File: src/rtl/piso_pkg.sv
// Shared types and sizing helpers for the parallel-in serial-out serializer.
package piso_pkg;

  typedef enum logic {
    IDLE  = 1'b0,
    SHIFT = 1'b1
  } state_e;

  // Bit-counter width: enough to count 0..width-1, never narrower than one bit.
  function automatic int calc_cnt_w(input int width);
    int w;
    w = $clog2(width);
    if (w < 1) begin
      w = 1;
    end else begin
      w = w;
    end
    return w;
  endfunction

endpackage

File: src/rtl/piso_hold_buf.sv
// One-word holding buffer: captures the next word while the current one
// shifts out, and tells the upstream stage whether it can take another word.
module piso_hold_buf #(
  parameter int WIDTH = 4
) (
  input  logic             i_clk,
  input  logic             i_rst_n,
  input  logic             i_wr,
  input  logic [WIDTH-1:0] i_din,
  input  logic             i_rd,
  output logic [WIDTH-1:0] o_hold,
  output logic             o_full,
  output logic             o_ready
);

  logic [WIDTH-1:0] r_hold;
  logic             r_full;

  // Capture a word on write, release the slot on drain; the two never coincide
  // because writes are only possible while the slot is empty.
  always_ff @(posedge i_clk or negedge i_rst_n) begin
    if (!i_rst_n) begin
      r_hold <= {WIDTH{1'b0}};
      r_full <= 1'b0;
    end else if (i_wr) begin
      r_hold <= i_din;
      r_full <= 1'b1;
    end else if (i_rd) begin
      r_full <= 1'b0;
    end else begin
      r_full <= r_full;
    end
  end

  assign o_hold  = r_hold;
  assign o_full  = r_full;
  assign o_ready = ~r_full;

endmodule

File: src/rtl/piso_serializer.sv
// Parallel-in serial-out stage: emits each WIDTH-bit word one bit per clock,
// with a one-word holding buffer so back-to-back words stream without gaps.
module piso_serializer
  import piso_pkg::*;
#(
  parameter int WIDTH     = 4,
  parameter bit MSB_FIRST = 1'b1
) (
  input  logic             clk,
  input  logic             rst,
  input  logic [WIDTH-1:0] din,
  input  logic             din_valid,
  output logic             din_ready,
  output logic             sout,
  output logic             sout_valid,
  output logic             sout_first,
  output logic             sout_last
);

  localparam int              CNT_W    = calc_cnt_w(WIDTH);
  localparam logic [CNT_W-1:0] CNT_LAST = CNT_W'(WIDTH - 1);
  localparam logic [CNT_W-1:0] CNT_ONE  = CNT_W'(1);

  state_e           r_state;
  state_e           w_state_nxt;
  logic [WIDTH-1:0] r_sh;
  logic [WIDTH-1:0] w_sh_nxt;
  logic [WIDTH-1:0] w_shifted;
  logic [CNT_W-1:0] r_cnt;
  logic [CNT_W-1:0] w_cnt_nxt;

  logic [WIDTH-1:0] w_hold;
  logic             w_hold_full;
  logic             w_ready;
  logic             w_xfer;
  logic             w_at_last;
  logic             w_shifting;
  logic             w_hold_wr;
  logic             w_hold_rd;

  assign w_xfer     = din_valid & w_ready;
  assign w_shifting = (r_state == SHIFT);
  assign w_at_last  = (r_cnt == CNT_LAST);
  // A word arriving mid-word parks in the buffer; at the last-bit edge an
  // empty buffer lets the word go straight into the shifter instead.
  assign w_hold_wr  = w_xfer & w_shifting & ~w_at_last;
  assign w_hold_rd  = w_shifting & w_at_last & w_hold_full;

  piso_hold_buf #(
    .WIDTH (WIDTH)
  ) u_hold_buf (
    .i_clk   (clk),
    .i_rst_n (rst),
    .i_wr    (w_hold_wr),
    .i_din   (din),
    .i_rd    (w_hold_rd),
    .o_hold  (w_hold),
    .o_full  (w_hold_full),
    .o_ready (w_ready)
  );

  // Move the shifter one position toward the output end, zero-filling behind.
  always_comb begin
    w_shifted = {WIDTH{1'b0}};
    if (MSB_FIRST) begin
      w_shifted = {r_sh[WIDTH-2:0], 1'b0};
    end else begin
      w_shifted = {1'b0, r_sh[WIDTH-1:1]};
    end
  end

  // Next-state logic: load on transfer when idle, shift mid-word, and at the
  // last bit reload from the buffer first, then from din, else go idle.
  always_comb begin
    w_state_nxt = r_state;
    w_sh_nxt    = r_sh;
    w_cnt_nxt   = r_cnt;
    case (r_state)
      IDLE: begin
        if (w_xfer) begin
          w_sh_nxt    = din;
          w_cnt_nxt   = {CNT_W{1'b0}};
          w_state_nxt = SHIFT;
        end else begin
          w_state_nxt = IDLE;
        end
      end
      SHIFT: begin
        if (!w_at_last) begin
          w_sh_nxt  = w_shifted;
          w_cnt_nxt = r_cnt + CNT_ONE;
        end else if (w_hold_full) begin
          w_sh_nxt  = w_hold;
          w_cnt_nxt = {CNT_W{1'b0}};
        end else if (w_xfer) begin
          w_sh_nxt  = din;
          w_cnt_nxt = {CNT_W{1'b0}};
        end else begin
          w_sh_nxt    = {WIDTH{1'b0}};
          w_cnt_nxt   = {CNT_W{1'b0}};
          w_state_nxt = IDLE;
        end
      end
      default: begin
        w_sh_nxt    = {WIDTH{1'b0}};
        w_cnt_nxt   = {CNT_W{1'b0}};
        w_state_nxt = IDLE;
      end
    endcase
  end

  // State, shifter and bit counter registers; reset drops any partial word.
  always_ff @(posedge clk or negedge rst) begin
    if (!rst) begin
      r_state <= IDLE;
      r_sh    <= {WIDTH{1'b0}};
      r_cnt   <= {CNT_W{1'b0}};
    end else begin
      r_state <= w_state_nxt;
      r_sh    <= w_sh_nxt;
      r_cnt   <= w_cnt_nxt;
    end
  end

  assign din_ready  = w_ready;
  assign sout       = MSB_FIRST ? r_sh[WIDTH-1] : r_sh[0];
  assign sout_valid = w_shifting;
  assign sout_first = w_shifting & (r_cnt == {CNT_W{1'b0}});
  assign sout_last  = w_shifting & w_at_last;

endmodule

File: config.mk
export PLATFORM = sky130hd
export DESIGN_NAME = piso_serializer
export DESIGN_NICKNAME = d
export VERILOG_FILES = /design/src/rtl/piso_pkg.sv /design/src/rtl/piso_hold_buf.sv /design/src/rtl/piso_serializer.sv
export SDC_FILE = /design/constraint.sdc
export NUM_CORES = 1
export LEC_CHECK = 0
export CAP_MARGIN = 20
export CORE_MARGIN = 2
export CORE_UTILIZATION = 46
export DETAILED_ROUTE_END_ITERATION = 7
export DONT_BUFFER_PORTS = 1
export PLACE_DENSITY_LB_ADDON = 0.05
export SLEW_MARGIN = 0
export SYNTH_ARGS = -nofsm -noshare
export SYNTH_HDL_FRONTEND = slang
export SYNTH_HIERARCHICAL = 1
export SYNTH_SLANG_ARGS = --single-unit
File: constraint.sdc
create_clock -name clk -period 1.85 [get_ports clk]
set_input_delay 0.37 -clock clk [delete_from_list [all_inputs] [get_ports clk]]
set_output_delay 0.37 -clock clk [all_outputs]
set_load 0.05 [all_outputs]
After elaboration in Yosys (flattened, before gate mapping)
Index checks and enable logic that the tools add are counted.
{"block": "op_classes", "n_addsub": 1, "eq_ne": 2, "n_mux": 14, "bitwise": 9, "n_reduce_logical": 2}
{"operator": "4-bit 2-to-1 mux", "count": 4}
{"operator": "4-bit one-hot mux with 2 select lines", "count": 1}
{"operator": "1-bit AND", "count": 6}
{"operator": "1-bit 2-to-1 mux", "count": 5}
{"operator": "2-bit 2-to-1 mux", "count": 2}
{"operator": "2-bit one-hot mux with 2 select lines", "count": 1}
{"operator": "1-bit NOT", "count": 3}
{"operator": "2-bit by 1-bit adder with 2-bit output (second input constant)", "count": 1}
{"operator": "2-bit equality test (second input constant)", "count": 1}
{"operator": "2-bit zero test", "count": 1}
{"operator": "2-bit inequality test (second input constant)", "count": 1}
{"operator": "1-bit one-hot mux with 2 select lines", "count": 1}
{"operator": "2-bit nonzero test", "count": 1}
{"block": "totals", "register_bits": 12, "in_bits": 7, "output_inout_bits": 5, "wordCells": 33}

Depth between registers and ports, before layout
Gate-level depths: netlist of the first run.
{"block": "depth", "word_depth": 6, "ltp_mapped": 5, "ltp_nobuf": 4}

By module
The synthesis of the first run kept the hierarchy.
{"mod": "piso_serializer", "instances": 1, "cells_per_inst": 47, "area_per_inst_um2": 442.9, "seq_area_each_um2": 175.2}
{"mod": "piso_hold_buf", "instances": 1, "cells_per_inst": 11, "area_per_inst_um2": 181.4, "seq_area_each_um2": 125.1}

Worst setup path after synthesis of the first run
No wires, ideal clock.
{"block": "synth_path", "kind": "register to register", "startpoint": "reg u_hold_buf.r_full, in the netlist u_hold_buf/o_full", "endpoint": "reg u_hold_buf.r_hold[0], in the netlist u_hold_buf/o_hold[0]", "setup_ns": 0.125, "arrival_time_ns": 1.710, "required_time_ns": 1.725, "slack_ns": 0.015, "path_stages_with_launch": 5, "path_buffers": 0, "period_less_slack_ns": 1.835, "path_cell_list": "dfrtp_1 inv_1 nand2_1 nor2_1 mux2_2"}
{"block": "synth_via", "elab_chain_len": 4}
{"element": "start, declared", "line_no": "piso_hold_buf.sv:17", "text": "logic r_full;"}
{"element": "start signal, assigned", "line_no": "piso_hold_buf.sv:31", "text": "r_full <= r_full;"}
{"element": "1-bit NOT", "line_no": "piso_hold_buf.sv:37", "text": "assign o_ready = ~r_full;"}
{"element": "named net din_ready", "line_no": "piso_serializer.sv:13", "text": "output logic din_ready,"}
{"element": "1-bit AND", "line_no": "piso_serializer.sv:41", "text": "assign w_xfer = din_valid & w_ready;"}
{"element": "1-bit AND (2 in series)", "line_no": "piso_serializer.sv:46", "text": "assign w_hold_wr = w_xfer & w_shifting & ~w_at_last;"}
{"element": "named net w_hold_wr", "line_no": "piso_serializer.sv:38", "text": "logic w_hold_wr;"}
{"element": "end signal, assigned", "line_no": "piso_hold_buf.sv:23", "text": "r_hold <= {WIDTH{1'b0}};"}
{"element": "end signal, assigned", "line_no": "piso_hold_buf.sv:26", "text": "r_hold <= i_din;"}
{"element": "end, declared", "line_no": "piso_hold_buf.sv:16", "text": "logic [WIDTH-1:0] r_hold;"}
The timed path passes the listed nets, and every way through them passes these cells.
A chain may end at the register's enable or synchronous reset.

Worst setup path in the final report of the first run
{"block": "layout_path", "startpoint": "reg r_cnt[0]", "endpoint": "out sout_last"}
{"block": "layout_via", "elab_chain_len": 2}
{"element": "start, declared", "line_no": "piso_serializer.sv:29", "text": "logic [CNT_W-1:0] r_cnt;"}
{"element": "start signal, assigned", "line_no": "piso_serializer.sv:117", "text": "r_cnt <= {CNT_W{1'b0}};"}
{"element": "start signal, assigned", "line_no": "piso_serializer.sv:121", "text": "r_cnt <= w_cnt_nxt;"}
{"element": "2-bit equality test", "line_no": "piso_serializer.sv:43", "text": "assign w_at_last = (r_cnt == CNT_LAST);"}
{"element": "1-bit AND", "line_no": "piso_serializer.sv:129", "text": "assign sout_last = w_shifting & w_at_last;"}
{"element": "end, declared", "line_no": "piso_serializer.sv:17", "text": "output logic sout_last"}
Every way passes these cells.

==> metrics.md, run 1 <==
| Metric | Value |
|---|---|
| Reg power frac | 33.9% |
| Synth Instances | 58 |
| Switching part of the total | 42.2% |
| Die W | 40.8 µm |
| Period minus WS final | 1.76 ns |
| Post-DRT Antenna Nets | 0 |
| Critical path class | reg2out |
| Die span in y | 40.8 µm |
| IO Port Bufs | 0 |
| Drt total wl | 1200 µm |
| GR Overflow Total | 0 |
| Number of global-route vias before repair | 475 |
| Max Clk Rate | 0.569 GHz |
| P per Cell Area | 2040 nW/µm² |
| Max Cap Viol | 0 |
| Sink Count | 12 |
| Max stage delay on crit path | 0.40 ns |
| NetSw | 0.654 mW |
| Share of post-route cells with drive strength above 1 | 31.9% |
| Synth area leader | dfrtp_1 |
| R2R cell count | 4 |
| Synth cell types | 24 |
| Largest net degree at the start of global routing | 13 |
| Crit path launch type | flip-flop |
| Crit path max fanout | 10 |
| Die area | 1670 µm² |
| Critical hold path startpoint | din[0] |
| Multi-input gate area | 298 µm² |
| Int Power | 0.895 mW |
| Vias after detailed routing | 480 |
| Area grow syn2layout | 21.6% |
| Clock Tree Buf Depth | 2 |
| Fin nets | 79 |
| Commonest cells after routing, fill and taps aside | dfrtp_1, nand2_1, buf_4 |
| Worst-skew pair later-pin latency | 0.26 ns |
| Crit share post-route | 94.9% |
| DRT Pass-1 Iters | 3 |
| Worst-Margin Slew | 0.541 ns |
| Share of power burned in combinational logic | 53.3% |
| Leakage power | 0.350 nW |
| Register area share after synthesis | 48.1% |
| Setup crit end | sout_last |
| Busiest grt layer | met2 |
| Vias/cell | 5.71 |
| Clock-pin slew on the worst setup and hold paths | 0.08 ns |
| HPWL Detailed | 900 µm |
| Total GRT Usage | 18.9% |
| Final Skew | 0.0102 ns |
| Met2 usage | 30.9% |
| TNS Setup | 0 ns |
| Critical path depth | 4 |
| R2R Path Start | r_cnt[0] |
| Mapped Nets | 67 |
| Global-route wire length before repair | 1990 µm |
| Io pins | 12 |
| CTS tree | done |
| H-tree Lvls | 1 |
| R2r endpoint | u_hold_buf/o_hold[3] |
| Number of diodes | 0 |
| Buf/Inv on CP | 2 |
| Met3 Use GR | 5.43% |
| Placer Congestion | 0.720 |
| Synth Warn # | 6 |
| Reg2reg setup slack | 0.24 ns |
| Final Hold Viols | 0 |
| Critical path's slowest cell | dfrtp_1 |
| Max transition margin | 63.8% |
| Inserted Clock Buffers | 3 |
| Ordered cell list for the critical path | ha_1, buf_4, and2_1, buf_12 |
| Share of the synthesized area in the top cell type | 48.1% |
| Hold slack | 0.250 ns |
| Finish-stage setup viols | 0 |
| Fillers | 110 |
| CP endpoint kind | output pin |
| Most common cell after layout, fill and taps aside | dfrtp_1 |
| Slew Viols, Final | 0 |
| Initial antenna violation count | 0 |
| RSZ-0062 raised after global routing | no |
| WP data required | 1.48 ns |
| Mapped cell area | 624 µm² |
| Core ar. | 1280 µm² |
| Crit path launch | r_cnt[0] |
| Status | completed |
| Initial Utilization | 48.6% |
| DRC viols | 0 |
| Dominant cells by area after synthesis | dfrtp_1, mux2_2, a221o_1 |
| DR iter-0 viols | 9 |
| GR Util met1 | 23.0% |
| DR WL/cell | 14.3 µm |
| CP Data Arrival Time | 1.39 ns |
| Cell family with most CP delay | flip-flops |
| #FFs+latches synth | 12 |
| Clk root buf | clkbuf_4 |
| # rows | 13 |
| Max VDD drop | 1.01 mV |
| Clk pwr share | 12.8% |
| Avg Cell Area, Syn | 10.8 µm² |
| Hold WC Path Type | in2reg |
| Storage cell area | 300 µm² |
==> through the flow <==
stage | area, µm² | cells | setup WS (ns) | util, % | total power [mW]
2_1_floorplan | 624 | 58 | 0.0148 | - | 1.07
4_1_cts | 752 | 83 | 0.0695 | 58.5 | 1.55
3_3_place_gp | 706 | 78 | 0.282 | 54.9 | 1.30
3_5_place_dp | 706 | 78 | 0.221 | 54.9 | 1.34
6_report | 759 | 84 | 0.0939 | 59.1 | 1.55
5_1_grt | 759 | 84 | 0.0102 | 59.1 | 1.67
==> kinds of logic (layout without fill, tap and decap cells) <==
kind of cell | count (synthesis) | after routing | synth area share [%]
multiplexers | 4 | 4 | 7.21
flip-flops | 12 | 12 | 48.1
AND/OR/NAND/NOR | 22 | 22 | 19.0
buffers and inverters | 5 | 16 | 4.21
adder cells (fa/ha/maj) | 2 | 2 | 4.01
AO/OA/AOI/OAI | 13 | 13 | 17.4
==> flip-flops by register name (all words and copies together) (netlist names) <==
name               flops
r_cnt                  2
r_sh                   4
sout_valid             1
u_hold_buf/o_full      1
u_hold_buf/o_hold      4
==> power groups by stage <==
| stage | clock network [mW] | registers (mW) | logic, mW |
|---|---|---|---|
| final | 0.199 | 0.526 | 0.826 |
| after global routing | 0.227 | 0.545 | 0.902 |
| after CTS | 0.206 | 0.523 | 0.818 |
| after detailed placement | 0 | 0.530 | 0.806 |
| after global placement | 0 | 0.515 | 0.784 |
| after floorplan | 0 | 0.537 | 0.537 |
==> worst register-to-register path, cell delays in order, from the launching register on <==
cell and delay [ns]:
dfrtp_1 0.40, ha_1 0.21, nand2b_1 0.15, nor2_1 0.35, mux2_2 0.38
==> cell type report <==
cell class              count  area share (%)
flip-flops and latches     12            39.5
multi-input cells          41            39.2
repair buffers              9            12.5
clock buffers               4            4.78
well taps                  15            2.47
inverters                   3            1.48
==> cells in the mapped netlist, drive strengths merged <==
| library cell | instances |
|---|---|
| nand2b | 3 |
| or2b | 2 |
| nand3 | 5 |
| a221oi | 1 |
| o21ai | 2 |
| and3 | 1 |
| inv | 3 |
| a221o | 3 |
| mux2 | 4 |
| and2 | 2 |
| nor2 | 3 |
| nand2 | 6 |
| ha | 2 |
| buf | 2 |
| o211a | 1 |
| a21boi | 3 |
| a21oi | 2 |
| o21bai | 1 |
| dfrtp | 12 |
==> worst min-delay path by stage <==
stage | to | cells after the start
5_1_grt | u_hold_buf/o_hold[0] | 1
4_1_cts | u_hold_buf/o_hold[2] | 1
6_report | u_hold_buf/o_hold[0] | 1
3_5_place_dp | u_hold_buf/o_full | 0
3_3_place_gp | r_cnt[1] | 0
2_1_floorplan | r_cnt[0] | 0
==> per-layer routing <==
metal,up-vias,wire [µm]
li1,228,-
met1,242,538
met2,8,589
met3,2,61
met4,0,8
met5,-,0
==> timing repair <==
action,CTS,global route
resized for setup,0,0
hold buffers,1,0
endpoints found under the setup margin,0,1
endpoints found under the hold margin,12,0
setup buffers,0,1
No activity file was read; power rests on OpenSTA's default activity.
==> run 2: changes to the inputs <==
- DONT_BUFFER_PORTS: 1 -> default
- GPL_TIMING_DRIVEN: default -> 0
==> run 2 against run 1 <==
- die area did not move
- critical path type unchanged
- clock-buffer cell count did not move
- sequential power fell by 6.7%
- highest routed layer unchanged
- largest power group unchanged
- worst hold slack improved by 0.19 ns
- sequential share of layout area fell by 1.8 points
- routed wire length fell by 0.33%
==> metrics.md, run 2 (synthesis gave the netlist of run 1 again) <==
| Metric | Value |
|---|---|
| GR Overflow Total | 0 (unchanged) |
| Share of power burned in combinational logic | 53.0% (-0.3 points) |
| Crit path max fanout | 10 (unchanged) |
| Number of global-route vias before repair | 444 (-6.5%) |
| Worst-skew pair later-pin latency | 0.27 ns (about the same) |
| Slew Viols, Final | 0 (unchanged) |
| Crit path launch | r_cnt[0] |
| Core ar. | 1280 µm² (unchanged) |
| Die span in y | 40.8 µm (unchanged) |
| Cell family with most CP delay | flip-flops |
| Inserted Clock Buffers | 3 (unchanged) |
| Global-route wire length before repair | 1950 µm (-2.5%) |
| R2r endpoint | u_hold_buf/o_hold[3] |
| Final Hold Viols | 0 (unchanged) |
| Critical path's slowest cell | dfrtp_1 |
| Die W | 40.8 µm (unchanged) |
| Final Skew | 0.000822 ns (-0.00937 ns) |
| HPWL Detailed | 867 µm (-3.6%) |
| Max stage delay on crit path | 0.41 ns (about the same) |
| Post-Place Cell Area | 753 µm² (+6.7%) |
| Area grow syn2layout | 27.5% |
| NetSw | 0.649 mW (-0.86%) |
| Buf/Inv on CP | 2 (unchanged) |
| Placer Congestion | 0.645 (-10%) |
| Post-route cell area | 796 µm² (+4.8%) |
| Ordered cell list for the critical path | ha_2, buf_4, and2_1, buf_4 |
| Reg power frac | 32.9% (-1.0 points) |
| Total GRT Usage | 19.2% (+0.30 points) |
| CP Data Arrival Time | 1.42 ns (+0.03 ns) |
| Clk pwr share | 14.1% (+1.3 points) |
| Fin worst setup slack | 0.0608 ns (-0.0332 ns) |
| Switching part of the total | 43.5% (+1.3 points) |
| Clock-pin slew on the worst setup and hold paths | 0.08 ns (about the same) |
| Finished Layout Cells | 89 (+6.0%) |
| Initial antenna violation count | 0 (unchanged) |
| Max transition margin | 64.6% (+0.75 points) |
| Dpl ws | -0.218 ns (-0.439 ns) |
| Drt total wl | 1190 µm (-0.33%) |
| Fin nets | 84 (+6.3%) |
| DR iter-0 viols | 7 (-2) |
| Hold slack | 0.438 ns (+0.188 ns) |
| Period minus WS final | 1.79 ns (+0.0332 ns) |
| DRT Pass-1 Iters | 3 (unchanged) |
| Largest net degree at the start of global routing | 13 (unchanged) |
| RSZ-0062 raised after global routing | no |
| Vias after detailed routing | 470 (-2.1%) |
| Most common cell after layout, fill and taps aside | dfrtp_1 |
| CP endpoint kind | output pin |
| P per Cell Area | 1870 nW/µm² (-8.2%) |
| DRC viols | 0 (unchanged) |
| Reg2reg setup slack | 0.17 ns (-0.07 ns) |
| Most used cell along the critical path | buf_4 |
| Crit share post-route | 96.7% (+1.8 points) |
| Int Power | 0.843 mW (-5.9%) |
| Share of post-route cells with drive strength above 1 | 28.4% (-3.5 points) |
| R2R cell count | 5 (+1) |
| TNS Setup | 0 ns (unchanged) |
| Dpl cells | 84 (+7.7%) |
| Commonest cells after routing, fill and taps aside | dfrtp_1, nand2_1, clkdlybuf4s50_1 |
| Post-DRT Antenna Nets | 0 (unchanged) |
| Sink Count | 12 (unchanged) |
| WP data required | 1.48 ns (about the same) |
| Worst-Margin Slew | 0.529 ns (-0.0111 ns) |
| Clock Tree Buf Depth | 2 (unchanged) |
| Status | completed |
| Storage cell area | 300 µm² (unchanged) |
| Tot Pwr | 1.49 mW (-3.8%) |
| Hold WC Path Type | in2async |
| H-tree Lvls | 1 (unchanged) |
| Fin util | 61.9% (+2.8 points) |
| Max Clk Rate | 0.559 GHz (-1.9%) |
| Leakage power | 0.373 nW (+6.4%) |
| Finish-stage setup viols | 0 (unchanged) |
| IO Port Bufs | 11 (+11) |
| Fillers | 115 (+4.5%) |
| Clk root buf | clkbuf_4 |
| # rows | 13 (unchanged) |
| CTS tree | done |
| Max VDD drop | 0.946 mV (-6.7%) |
| Multi-input gate area | 303 µm² (+1.7%) |
| Vias/cell | 5.28 (-7.6%) |
| Initial Utilization | 48.6% (unchanged) |
| Crit path launch type | flip-flop |
| Critical path class | reg2out |
| Io pins | 12 (unchanged) |
| Max Cap Viol | 0 (unchanged) |
| R2R Path Start | r_cnt[0] |
| DR WL/cell | 13.4 µm (-5.9%) |
| Die area | 1670 µm² (unchanged) |
| Number of diodes | 0 (unchanged) |
| Hold-fix buffers at CTS | 0 (-1) |
[run 2: changes by cell type in the layout (fill, tap and decap cells not counted), sizes merged]
cell,change
clkdlybuf4s15,+1
dlygate4sd3,-1
buf,-3
clkdlybuf4s50,+6
dlygate4sd2,+1
dlymetal6s2s,+1
[run 2: worst max path at each step]
stage	to	slack, ns	cells past startpoint
detailed placement	sout_last	-0.22	4
finish	sout_last	0.06	4
global route	sout_last	0.002	4
global placement	sout_last	-0.20	4
CTS	sout_last	-0.12	4
floorplan	u_hold_buf/o_hold[0]	0.01	4
[run 2: layout make-up]
type	count	area share, %
timing repair buffer	12	14.0
inverter	3	1.42
buffer	2	1.89
sequential	12	37.7
clock buffer	4	4.56
multi-input combinational	41	38.1
tap	15	2.36
[run 2: power groups by stage]
stage          Sequential [mW]  Clock (mW)  Combinational (mW)
5_1_grt                  0.509       0.233               0.882
6_report                 0.491       0.210               0.790
3_5_place_dp             0.496           0               0.803
4_1_cts                  0.490       0.216               0.788
3_3_place_gp             0.493           0               0.794
2_1_floorplan            0.537           0               0.537
[run 2: repair_timing]
item | CTS | global route
cloned | 0 | 0
gates resized for setup | 9 | 9
endpoints found under the setup margin | 7 | 4
setup buffers | 0 | 1
[run 2: routing by layer]
layer / part of all wire [%] / up-vias / GRT usage, %
li1: - / 238 / -
met1: 50 / 218 / 25.9
met2: 44 / 11 / 26.6
met3: 4.6 / 3 / 4.89
met4: 1.5 / 0 / 12.5
met5: 0 / - / 0
==> run 3: changes to the inputs <==
- SLEW_MARGIN: 0 -> 40
==> results of run 3 <==
Same layout as run 2: the final DEF is identical, and so are final timing and power.
